[src/rtl/snake_state_writer_pkg.sv]
// Shared board constants, stage/move codes and snake_data field layout
// for the snake game-state producer.
package snake_state_writer_pkg;
  localparam int BOARD_W   = 40;
  localparam int BOARD_H   = 40;
  localparam int MAX_LEN   = 49;
  localparam int INIT_LEN  = 3;
  localparam int HEART_MAX = 100;
  localparam int HEART_DIV = 4;
  localparam int N_ENTRY   = 50;
  localparam int POS_W     = 11;
  localparam int LEN_W     = 6;
  localparam int HEART_W   = 7;
  localparam int CNT_W     = 2;
  localparam int DATA_W    = 488;

  localparam logic [POS_W-1:0]   ROW_STEP   = POS_W'(BOARD_W);
  localparam logic [POS_W-1:0]   LAST_COL   = POS_W'(BOARD_W - 1);
  localparam logic [POS_W-1:0]   LAST_ROW0  = POS_W'(BOARD_W * (BOARD_H - 1));
  localparam logic [POS_W-1:0]   INIT_POS1  = 11'd810;
  localparam logic [POS_W-1:0]   INIT_POS2  = 11'd830;
  localparam logic [LEN_W-1:0]   LEN_INIT   = LEN_W'(INIT_LEN);
  localparam logic [LEN_W-1:0]   LEN_MAX    = LEN_W'(MAX_LEN);
  localparam logic [HEART_W-1:0] HEART_FULL = HEART_W'(HEART_MAX);
  localparam logic [CNT_W-1:0]   CNT_LAST   = CNT_W'(HEART_DIV - 1);

  typedef enum logic [1:0] {IDLE = 2'd0, PLAY = 2'd2, OVER = 2'd3} stage_e;

  localparam logic [1:0] MV_UP     = 2'b00;
  localparam logic [1:0] MV_RIGHT  = 2'b01;
  localparam logic [1:0] MV_DOWN   = 2'b10;
  localparam logic [1:0] MV_LEFT   = 2'b11;
  // A body code points back toward the tail, i.e. the reverse of the move.
  localparam logic [1:0] CODE_FLIP = 2'b10;

  localparam int OFS_CODES  = 0;
  localparam int OFS_HEAD1  = 200;
  localparam int OFS_HEAD2  = 232;
  localparam int OFS_LEN1   = 264;
  localparam int OFS_LEN2   = 296;
  localparam int OFS_STAGE  = 328;
  localparam int OFS_HIDX1  = 360;
  localparam int OFS_HIDX2  = 392;
  localparam int OFS_APPLE  = 424;
  localparam int OFS_HEARTS = 456;

  function automatic logic [2*N_ENTRY-1:0] init_codes(input logic [1:0] code);
    logic [2*N_ENTRY-1:0] v;
    v = '0;
    for (int k = 0; k < INIT_LEN; k++) v[2*k +: 2] = code;
    return v;
  endfunction

  function automatic logic [DATA_W-1:0] pack_state(
    input logic [2*N_ENTRY-1:0] codes1,
    input logic [2*N_ENTRY-1:0] codes2,
    input logic [POS_W-1:0]     head1,
    input logic [POS_W-1:0]     head2,
    input logic [LEN_W-1:0]     len1,
    input logic [LEN_W-1:0]     len2,
    input logic [1:0]           stage,
    input logic [POS_W-1:0]     apple,
    input logic [HEART_W-1:0]   hearts
  );
    logic [DATA_W-1:0] v;
    v = '0;
    v[OFS_CODES +: 2*N_ENTRY]           = codes1;
    v[OFS_CODES + 2*N_ENTRY +: 2*N_ENTRY] = codes2;
    v[OFS_HEAD1 +: 32]  = 32'(head1);
    v[OFS_HEAD2 +: 32]  = 32'(head2);
    v[OFS_LEN1 +: 32]   = 32'(len1);
    v[OFS_LEN2 +: 32]   = 32'(len2);
    v[OFS_STAGE +: 32]  = 32'(stage);
    v[OFS_HIDX2 +: 32]  = 32'(N_ENTRY);
    v[OFS_APPLE +: 32]  = 32'(apple);
    v[OFS_HEARTS +: 32] = 32'(hearts);
    return v;
  endfunction
endpackage

[src/rtl/snake_state_writer_body.sv]
// One snake: head position, last move, length and the 50-entry body code
// shift register, with move selection and wall detection.
module snake_body_reg
  import snake_state_writer_pkg::*;
#(
  parameter logic [POS_W-1:0] INIT_POS  = 11'd810,
  parameter logic [1:0]       INIT_CODE = 2'b11
) (
  input  logic                   vga_clk,
  input  logic                   reset,
  input  logic                   reinit,
  input  logic                   advance,
  input  logic [1:0]             req_move,
  input  logic                   req_valid,
  input  logic [POS_W-1:0]       apple,
  output logic [POS_W-1:0]       head,
  output logic [LEN_W-1:0]       len,
  output logic [2*N_ENTRY-1:0]   codes,
  output logic                   wall_hit,
  output logic                   ate
);
  localparam logic [2*N_ENTRY-1:0] INIT_CODES = init_codes(INIT_CODE);
  localparam logic [1:0]           INIT_MOVE  = INIT_CODE ^ CODE_FLIP;

  logic [1:0]       last_move;
  logic [1:0]       move;
  logic [POS_W-1:0] next_head;
  logic [POS_W-1:0] col;
  logic             wall_raw;

  always_comb begin
    move      = last_move;
    if (req_valid && (req_move != (last_move ^ CODE_FLIP))) move = req_move;
    col       = head % ROW_STEP;
    wall_raw  = 1'b0;
    next_head = head;
    unique case (move)
      MV_UP:    begin wall_raw = (head < ROW_STEP);   next_head = head - ROW_STEP; end
      MV_RIGHT: begin wall_raw = (col == LAST_COL);   next_head = head + 11'd1;    end
      MV_DOWN:  begin wall_raw = (head >= LAST_ROW0); next_head = head + ROW_STEP; end
      MV_LEFT:  begin wall_raw = (col == '0);         next_head = head - 11'd1;    end
    endcase
    wall_hit = advance && wall_raw;
    ate      = advance && !wall_raw && (next_head == apple);
  end

  always_ff @(posedge vga_clk or posedge reset) begin
    if (reset) begin
      head      <= INIT_POS;
      last_move <= INIT_MOVE;
      len       <= LEN_INIT;
      codes     <= INIT_CODES;
    end else if (reinit) begin
      head      <= INIT_POS;
      last_move <= INIT_MOVE;
      len       <= LEN_INIT;
      codes     <= INIT_CODES;
    end else if (advance && !wall_raw) begin
      head      <= next_head;
      last_move <= move;
      codes     <= {codes[2*N_ENTRY-3:0], move ^ CODE_FLIP};
      if (ate && (len < LEN_MAX)) len <= len + 1'b1;
    end
  end
endmodule

[src/rtl/snake_state_writer.sv]
// Game-state owner for two snakes; steps on game ticks and publishes a
// packed snapshot to the VGA renderer only on frame_start.
// stage | meaning: IDLE waiting for start, PLAY stepping, OVER frozen until start
module snake_state_writer
  import snake_state_writer_pkg::*;
(
  input  logic              vga_clk,
  input  logic              reset,
  input  logic              start,
  input  logic              step,
  input  logic              up,
  input  logic              down,
  input  logic              left,
  input  logic              right,
  input  logic [1:0]        dir2,
  input  logic              dir2_valid,
  input  logic [POS_W-1:0]  apple_pos,
  input  logic              apple_load,
  input  logic              frame_start,
  output logic [DATA_W-1:0] snake_data,
  output logic              apple_eaten,
  output logic              game_over
);
  localparam logic [DATA_W-1:0] RESET_DATA = pack_state(
    init_codes(MV_RIGHT ^ CODE_FLIP), init_codes(MV_LEFT ^ CODE_FLIP),
    INIT_POS1, INIT_POS2, LEN_INIT, LEN_INIT, IDLE, '0, HEART_FULL);

  stage_e               stage, stage_next;
  logic [HEART_W-1:0]   hearts, hearts_next;
  logic [CNT_W-1:0]     step_cnt;
  logic [POS_W-1:0]     apple;
  logic                 advance, wrap, eat_any;
  logic [1:0]           req1;
  logic                 req1_valid;
  logic [POS_W-1:0]     head1, head2;
  logic [LEN_W-1:0]     len1, len2;
  logic [2*N_ENTRY-1:0] codes1, codes2;
  logic                 wall1, wall2, ate1, ate2;

  assign advance    = step && (stage == PLAY) && !start;
  assign req1_valid = up || down || left || right;
  assign req1       = up ? MV_UP : down ? MV_DOWN : left ? MV_LEFT : MV_RIGHT;
  assign game_over  = (stage == OVER);

  snake_body_reg #(.INIT_POS(INIT_POS1), .INIT_CODE(MV_RIGHT ^ CODE_FLIP)) u_snake1 (
    .vga_clk, .reset, .reinit(start), .advance, .req_move(req1), .req_valid(req1_valid),
    .apple, .head(head1), .len(len1), .codes(codes1), .wall_hit(wall1), .ate(ate1));

  snake_body_reg #(.INIT_POS(INIT_POS2), .INIT_CODE(MV_LEFT ^ CODE_FLIP)) u_snake2 (
    .vga_clk, .reset, .reinit(start), .advance, .req_move(dir2), .req_valid(dir2_valid),
    .apple, .head(head2), .len(len2), .codes(codes2), .wall_hit(wall2), .ate(ate2));

  always_comb begin
    eat_any     = ate1 || ate2;
    wrap        = (step_cnt == CNT_LAST);
    hearts_next = hearts;
    if (eat_any)   hearts_next = HEART_FULL;
    else if (wrap) hearts_next = hearts - 1'b1;
    stage_next = stage;
    if (start) stage_next = PLAY;
    else if (advance && (wall1 || wall2 || (hearts_next == '0))) stage_next = OVER;
  end

  always_ff @(posedge vga_clk or posedge reset) begin
    if (reset) stage <= IDLE;
    else       stage <= stage_next;
  end

  always_ff @(posedge vga_clk or posedge reset) begin
    if (reset) begin
      hearts      <= HEART_FULL;
      step_cnt    <= '0;
      apple       <= '0;
      apple_eaten <= 1'b0;
      snake_data  <= RESET_DATA;
    end else begin
      apple_eaten <= advance && eat_any;
      if (start) begin
        hearts   <= HEART_FULL;
        step_cnt <= '0;
      end else if (advance) begin
        hearts   <= hearts_next;
        step_cnt <= wrap ? '0 : step_cnt + 1'b1;
      end
      // Step compares against the old apple; the load lands afterwards.
      if (apple_load)  apple <= apple_pos;
      if (frame_start) snake_data <= pack_state(codes1, codes2, head1, head2,
                                                len1, len2, stage, apple, hearts);
    end
  end
endmodule

[config.mk]
export PLATFORM = sky130hd
export DESIGN_NAME = snake_state_writer
export DESIGN_NICKNAME = d
export VERILOG_FILES = /design/src/rtl/snake_state_writer_pkg.sv /design/src/rtl/snake_state_writer_body.sv /design/src/rtl/snake_state_writer.sv
export SDC_FILE = /design/constraint.sdc
export NUM_CORES = 1
export LEC_CHECK = 0
export ABC_AREA = 1
export CORE_ASPECT_RATIO = 0.7
export CORE_MARGIN = 2
export CORE_UTILIZATION = 30
export CTS_CLUSTER_SIZE = 24
export DETAILED_ROUTE_END_ITERATION = 7
export PLACE_DENSITY_LB_ADDON = 0.25
export RECOVER_POWER = 50
export SYNTH_ARGS = -nofsm -noshare
export SYNTH_HDL_FRONTEND = slang
export SYNTH_SLANG_ARGS = --single-unit
[constraint.sdc]
create_clock -name vga_clk -period 17.6 [get_ports vga_clk]
set_clock_uncertainty 0.05 [all_clocks]
set_input_delay 3.52 -clock vga_clk [delete_from_list [all_inputs] [get_ports vga_clk]]
set_output_delay 3.52 -clock vga_clk [all_outputs]
set_load 0.02 [all_outputs]
After elaboration in Yosys (flattened, before gate mapping)
Index checks and enable logic that the tools add are counted.
- $add $sub $neg: 12
- div/mod/pow operators: 2
- order comparisons: 6
- equal/unequal tests: 15
- muxes and demuxes: 36
- bitwise operators: 4
- reductions and logical operators: 36
- operators by type and width (kind ; count):
    $mux W100 ; 4
    $pmux W11 S4 ; 2
    $mux W11 ; 4
    $mux W6 ; 6
    $mux W2 ; 14
    $mux W7 ; 4
    $add A11 B1 Y11 const B ; 2
    $add A11 B6 Y11 const B ; 2
    $eq A11 B11 Y1 ; 2
    $eq A11 B6 Y1 const B ; 2
    $ge A11 B11 Y1 const B ; 2
    $logic_not A11 Y1 ; 2
    $lt A11 B6 Y1 const B ; 2
    $mod A11 B6 Y11 const B ; 2
    $sub A11 B1 Y11 const B ; 2
    $sub A11 B6 Y11 const B ; 2
    $eq A2 B2 Y1 const B ; 7
    $logic_and A1 B1 Y1 ; 14
    $add A6 B1 Y6 const B ; 2
    $lt A6 B6 Y1 const B ; 2
    $reduce_bool A2 Y1 ; 6
    $pmux W1 S4 ; 2
    $logic_not A7 Y1 ; 1
    $sub A7 B1 Y7 const B ; 1
    8 further kinds ; 22
- bits in registers: 515
- input port bits: 24

Logic depth before layout (Yosys ltp)
- depth after elaboration: 18
- gate-level depth with buffers: 37

By module
A second synthesis with hierarchy kept.
- cell total of the unflattened synthesis: 2713
- area, all modules: 26646.8 µm²
- by module, submodules not included (module ; instances ; cells each ; area each (µm²)):
    snake_state_writer ; 1 ; 935 ; 12306.8
    snake_body_reg at u_snake2 ; 1 ; 820 ; 7403.4
    snake_body_reg at u_snake1 ; 1 ; 958 ; 6936.7

Least setup slack after synthesis
OpenSTA, ideal clock, no wires.
- path type: in2reg
- start: input port down
- end: register stage[0]
- setup time: 0.124 ns
- arrival time: 6.931 ns
- data required time: 17.426 ns
- slack: 10.495 ns
- stages: 27
- path through: nor2_1 -> o21ai_0 -> nand2_1 -> nand2_1 -> nand2_1 -> nand2_1 -> nor2_1 -> ha_1 -> a21oi_1 -> nand2_1 -> or2_2 -> nand3_1 -> o21ai_0 -> inv_1 -> nor2_1 -> nor4_1 -> nand3_1 -> nor3_1 -> nand3_1 -> a21oi_1 -> nand4_1 -> nor2_1 -> nand3_1 -> nand3_1 -> nor2_1 -> nand2_1 -> nand3_1
- longest elaborated chain between the ends: 16
- elaborated cells between the ends (all ways): 26
- ends and longest elaborated chain (item ; line ; text):
    start, declared ; snake_state_writer.sv:12 ; input logic down,
    $mux W2 / $logic_or A1 B1 Y1 (equally long branches) (2 in series) ; snake_state_writer.sv:42, snake_state_writer.sv:41 ;
    $ne A2 B2 Y1 / $logic_or A1 B1 Y1 (equally long branches) ; snake_state_writer_body.sv:33, snake_state_writer.sv:41 ;
    $logic_and A1 B1 Y1 ; snake_state_writer_body.sv:33 ; if (req_valid && (req_move != (last_move ^ CODE_FLIP))) move = req_move;
    $mux W2 (*) ; snake_state_writer_body.sv:33 ;
    branches (longest 8 deep; another with $pmux W11 S4) ; -- ;
    $logic_or A1 B1 Y1 (*) ; snake_state_writer.sv:61 ; else if (advance && (wall1 || wall2 || (hearts_next == '0))) stage_next = OVER;
    $logic_and A1 B1 Y1 (*) ; snake_state_writer.sv:61 ;
    $reduce_bool A2 Y1 (no line) (*) ; -- ;
    end signal, assigned ; snake_state_writer.sv:66 ; else stage <= stage_next;
    end, declared ; snake_state_writer.sv:28 ; stage_e stage, stage_next;
Every way passes the cells marked *.
A chain may end at the register's enable or synchronous reset.

Worst setup path after layout
- start: input port frame_start
- end: register snake_data[133]
- RTL lines (item ; line ; text):
    start, declared ; snake_state_writer.sv:19 ; input logic frame_start,
    end signal, assigned ; snake_state_writer.sv:87 ; if (frame_start) snake_data <= pack_state(codes1, codes2, head1, head2,
    end, declared ; snake_state_writer.sv:20 ; output logic [DATA_W-1:0] snake_data,
No word-level cell between the ends.

==> flow_metrics.env <==
export IMPL_clock_fmax_mhz=87.04
export IMPL_insertion_delay_ps=600
export IMPL_synth_most_common_cell="dfrtp_1"
export IMPL_cp_end_kind="flop"
export IMPL_grt_usage_pct=14.42
export IMPL_rsz0062_at_grt="false"
export IMPL_dieArea_um2=85020
export IMPL_num_rows=88
export IMPL_yosys_warnings=0
export IMPL_max_slew_margin_pct=-324.6
export IMPL_place_gp_congestion=0.8829
export IMPL_post_cts_resize_count=0
export IMPL_synth_area_um2=24800
export IMPL_worst_slew_pin_slew_ps=6369
export IMPL_num_vias=17430
export IMPL_crit_chain="clkbuf_1 > clkbuf_1 > mux2_2"
export IMPL_drive_gt1_share_pct=13.50
export IMPL_die_height_um=244.6
export IMPL_drtAntennaViolNets=0
export IMPL_grt_pass1_wl_mm=98.49
export IMPL_grt_pass1_vias=16460
export IMPL_grt_antenna_before_repair=1
export IMPL_ir_drop_uv=71.87
export IMPL_synth_edf_count=0
export IMPL_cts_setup_buffers=0
export IMPL_cts_tree="built"
export IMPL_finalHoldWorstSlack_ps=432.4
export IMPL_coreArea_um2=82140
export IMPL_timing_setup_tns_ps=0
export IMPL_via_per_inst=4.400
export IMPL_slew_viol_final=528
export IMPL_start_util_pct=30.19
export IMPL_cp_required_ps=18090
export IMPL_netlist_area_leader_share_pct=46.01
export IMPL_dieWidth_um=347.7
export IMPL_powerDensity_nw_per_um2=113.3
export IMPL_violations="capacitance limit, slew limit"
export IMPL_finalCritPeriodShare_pct=65.28
export IMPL_port_buffer_count=279
export IMPL_hold_viol=0
export IMPL_cts_inserted_buffers=53
export IMPL_synth_cells=2608
export IMPL_synth_distinct_cells=52
export IMPL_synth_avg_cell_area_um2=9.509
export IMPL_area_delta_synth_final_pct=18.55
export IMPL_htree_levels=2
export IMPL_synth_area_leader_cell="dfrtp_1"
export IMPL_synthTopCellsByCount="456 x dfrtp_1, 306 x inv_1, 294 x nor2_1"
export IMPL_ys_async_sr_fraction_pct=100.0
export IMPL_clockBufferDepth=3
export IMPL_synth_seq_cells=513
export IMPL_drc_errors=0
export IMPL_n_antenna_cell=0
export IMPL_io_pins=514
export IMPL_arrival_ps=11980
export IMPL_clkSinkCount=513
export IMPL_hold_class="reg -> reg"
export IMPL_outcome="finished, violations left"
export IMPL_cp_common_cell="clkbuf_1"
export IMPL_grt_ovfl_total=0
export IMPL_layout_nets=2894
export IMPL_cts_root_buf="clkbuf_16"
export IMPL_maxCapViolCount=7
export IMPL_power_leakage_nw=13.78
export IMPL_drt_initial_drc_count=1276
export IMPL_setup_violations=0
export IMPL_wirelength_mm=62.79
export IMPL_hold_buffers=0
export IMPL_cp_slowest_stage_delay_ps=4340
export IMPL_crit_path_start_kind="input pin"
export IMPL_synth_area_top_cells="dfrtp_1 46%, buf_4 7.7%, dfstp_2 6.0%, o22ai_2 5.6%, a21oi_1 5.3%"
export IMPL_grt_max_degree=220
export IMPL_path_clk_slew_ps=60
export IMPL_dp_hpwl_mm=41.34
export IMPL_period_minus_slack_ps=11490
export IMPL_dr_pass1_iters=5
export IMPL_critPathMaxFanout=154
export IMPL_worstSetupPathType="in -> reg"
export IMPL_synth_top_flop_cell="dfrtp_1"
export IMPL_slowest_stage="clkbuf_1"
export IMPL_wl_per_cell_um=15.85
export IMPL_ys_seq_area_share_pct=52.05
## through the flow
step           setup slack [ps]  instance area, um2  power, mW  instances  utilization (%)
5_1_grt                    5087               29400      3.521       3962            35.79
6_report                   6111               29400      3.331       3962            35.79
3_5_place_dp               8976               27580      2.146       3865            33.57
3_3_place_gp               9015               27580      2.148       3865            33.57
2_1_floorplan              7110               25670      1.952       2840                -
4_1_cts                    9629               29430      3.381       3962            35.83
## path summary, 6_finish.rpt
check	cells past startpoint	from	slack [ps]	to
hold reg to reg	2	u_snake1.len[1]$_DFFE_PP1P_	430	u_snake1.len[1]$_DFFE_PP1P_
setup / recovery	3	frame_start	6110	snake_data[133]$_DFFE_PP0P_
setup reg to reg	30	u_snake1.head[9]$_DFFE_PP1P_	11670	u_snake1.head[6]$_DFFE_PP0P_
max in group asynchronous	5	reset	9020	snake_data[115]$_DFFE_PP0P_
hold / removal	2	u_snake1.len[1]$_DFFE_PP1P_	430	u_snake1.len[1]$_DFFE_PP1P_
min in group asynchronous	2	reset	3760	snake_data[16]$_DFFE_PP0P_
## flip-flops by register name, summed over array words and instances, names as in the netlist
register	cells
hearts	7
stage	2
u_snake2.head	11
u_snake1.last_move	2
u_snake1.codes	99
u_snake2.len	6
step_cnt	2
u_snake1.len	6
u_snake1.head	11
u_snake2.codes	99
apple	11
u_snake2.last_move	2
snake_data	254
apple_eaten	1
## worst max-delay path, delay by kind of cell
kind                   cells  cell delay [ps]
muxes                      1              570
buffers and inverters      2             7590
## cell type report
type,count,area (um2)
clock buffers,74,1525
clock inverters,23,332.8
fillers,8334,52740
inverters,365,1379
multi-input cells,1611,8989
flip-flops and latches,513,12910
well taps,1080,1351
repair buffers,296,2915
## power breakdown
group          leakage, nW  internal [mW]  switching (mW)  total, mW
sequential            6.62           1.25          0.0605       1.32
clock                0.921          0.709           0.500       1.21
combinational         6.24          0.260           0.547      0.806
## metal layers
| metal | routed length (um) | part of all wire, % | global-route usage (%) |
|---|---|---|---|
| met1 | 32330 | 51 | 22.80 |
| met2 | 25900 | 41 | 19.94 |
| met3 | 3586 | 5.7 | 2.921 |
| met4 | 975 | 1.6 | 2.941 |
| met5 | 0 | 0 | 0 |
## logic make-up (layout without fill, tap and decap cells)
| group | after synthesis | in the layout | share of synthesized area (%) |
|---|---|---|---|
| buffers and inverters | 716 | 758 | 15.22 |
| and+or+nand+nor | 689 | 689 | 11.72 |
| AOI/OAI and AO/OA | 577 | 577 | 16.24 |
| DFF | 513 | 513 | 52.05 |
| xor gates and xnor gates | 50 | 50 | 1.766 |
| muxes | 31 | 31 | 1.408 |
| adders and majority gates | 30 | 30 | 1.574 |
| other | 2 | 234 | 0.03028 |
## layout by cell type (no fill, tap or decap), types with 3 or more instances in the layout
cell type	count
nor3_1	15
inv_1	305
nand3_1	93
nand4_1	16
nor4_1	5
nor2_2	5
mux2_2	31
o22ai_2	111
o211ai_1	12
o2111ai_1	3
nor2_1	294
nand2_1	230
ha_1	28
clkbuf_1	15
clkbuf_8	12
inv_2	50
dfrtp_1	456
a21oi_1	263
clkbuf_16	53
o21ai_0	56
a22oi_1	67
clkinv_1	6
or2_2	5
a21o_1	5
nand2_2	14
nand3_2	3
bufinv_16	7
o31ai_1	5
xnor2_1	10
dlygate4sd3_1	156
o21bai_1	5
o22ai_1	16
buf_4	10
clkinv_2	13
dfstp_2	57
xor2_1	40
conb_1	234
clkdlybuf4s50_1	121
o21ai_1	26
Power figures use the tool's default switching activity.
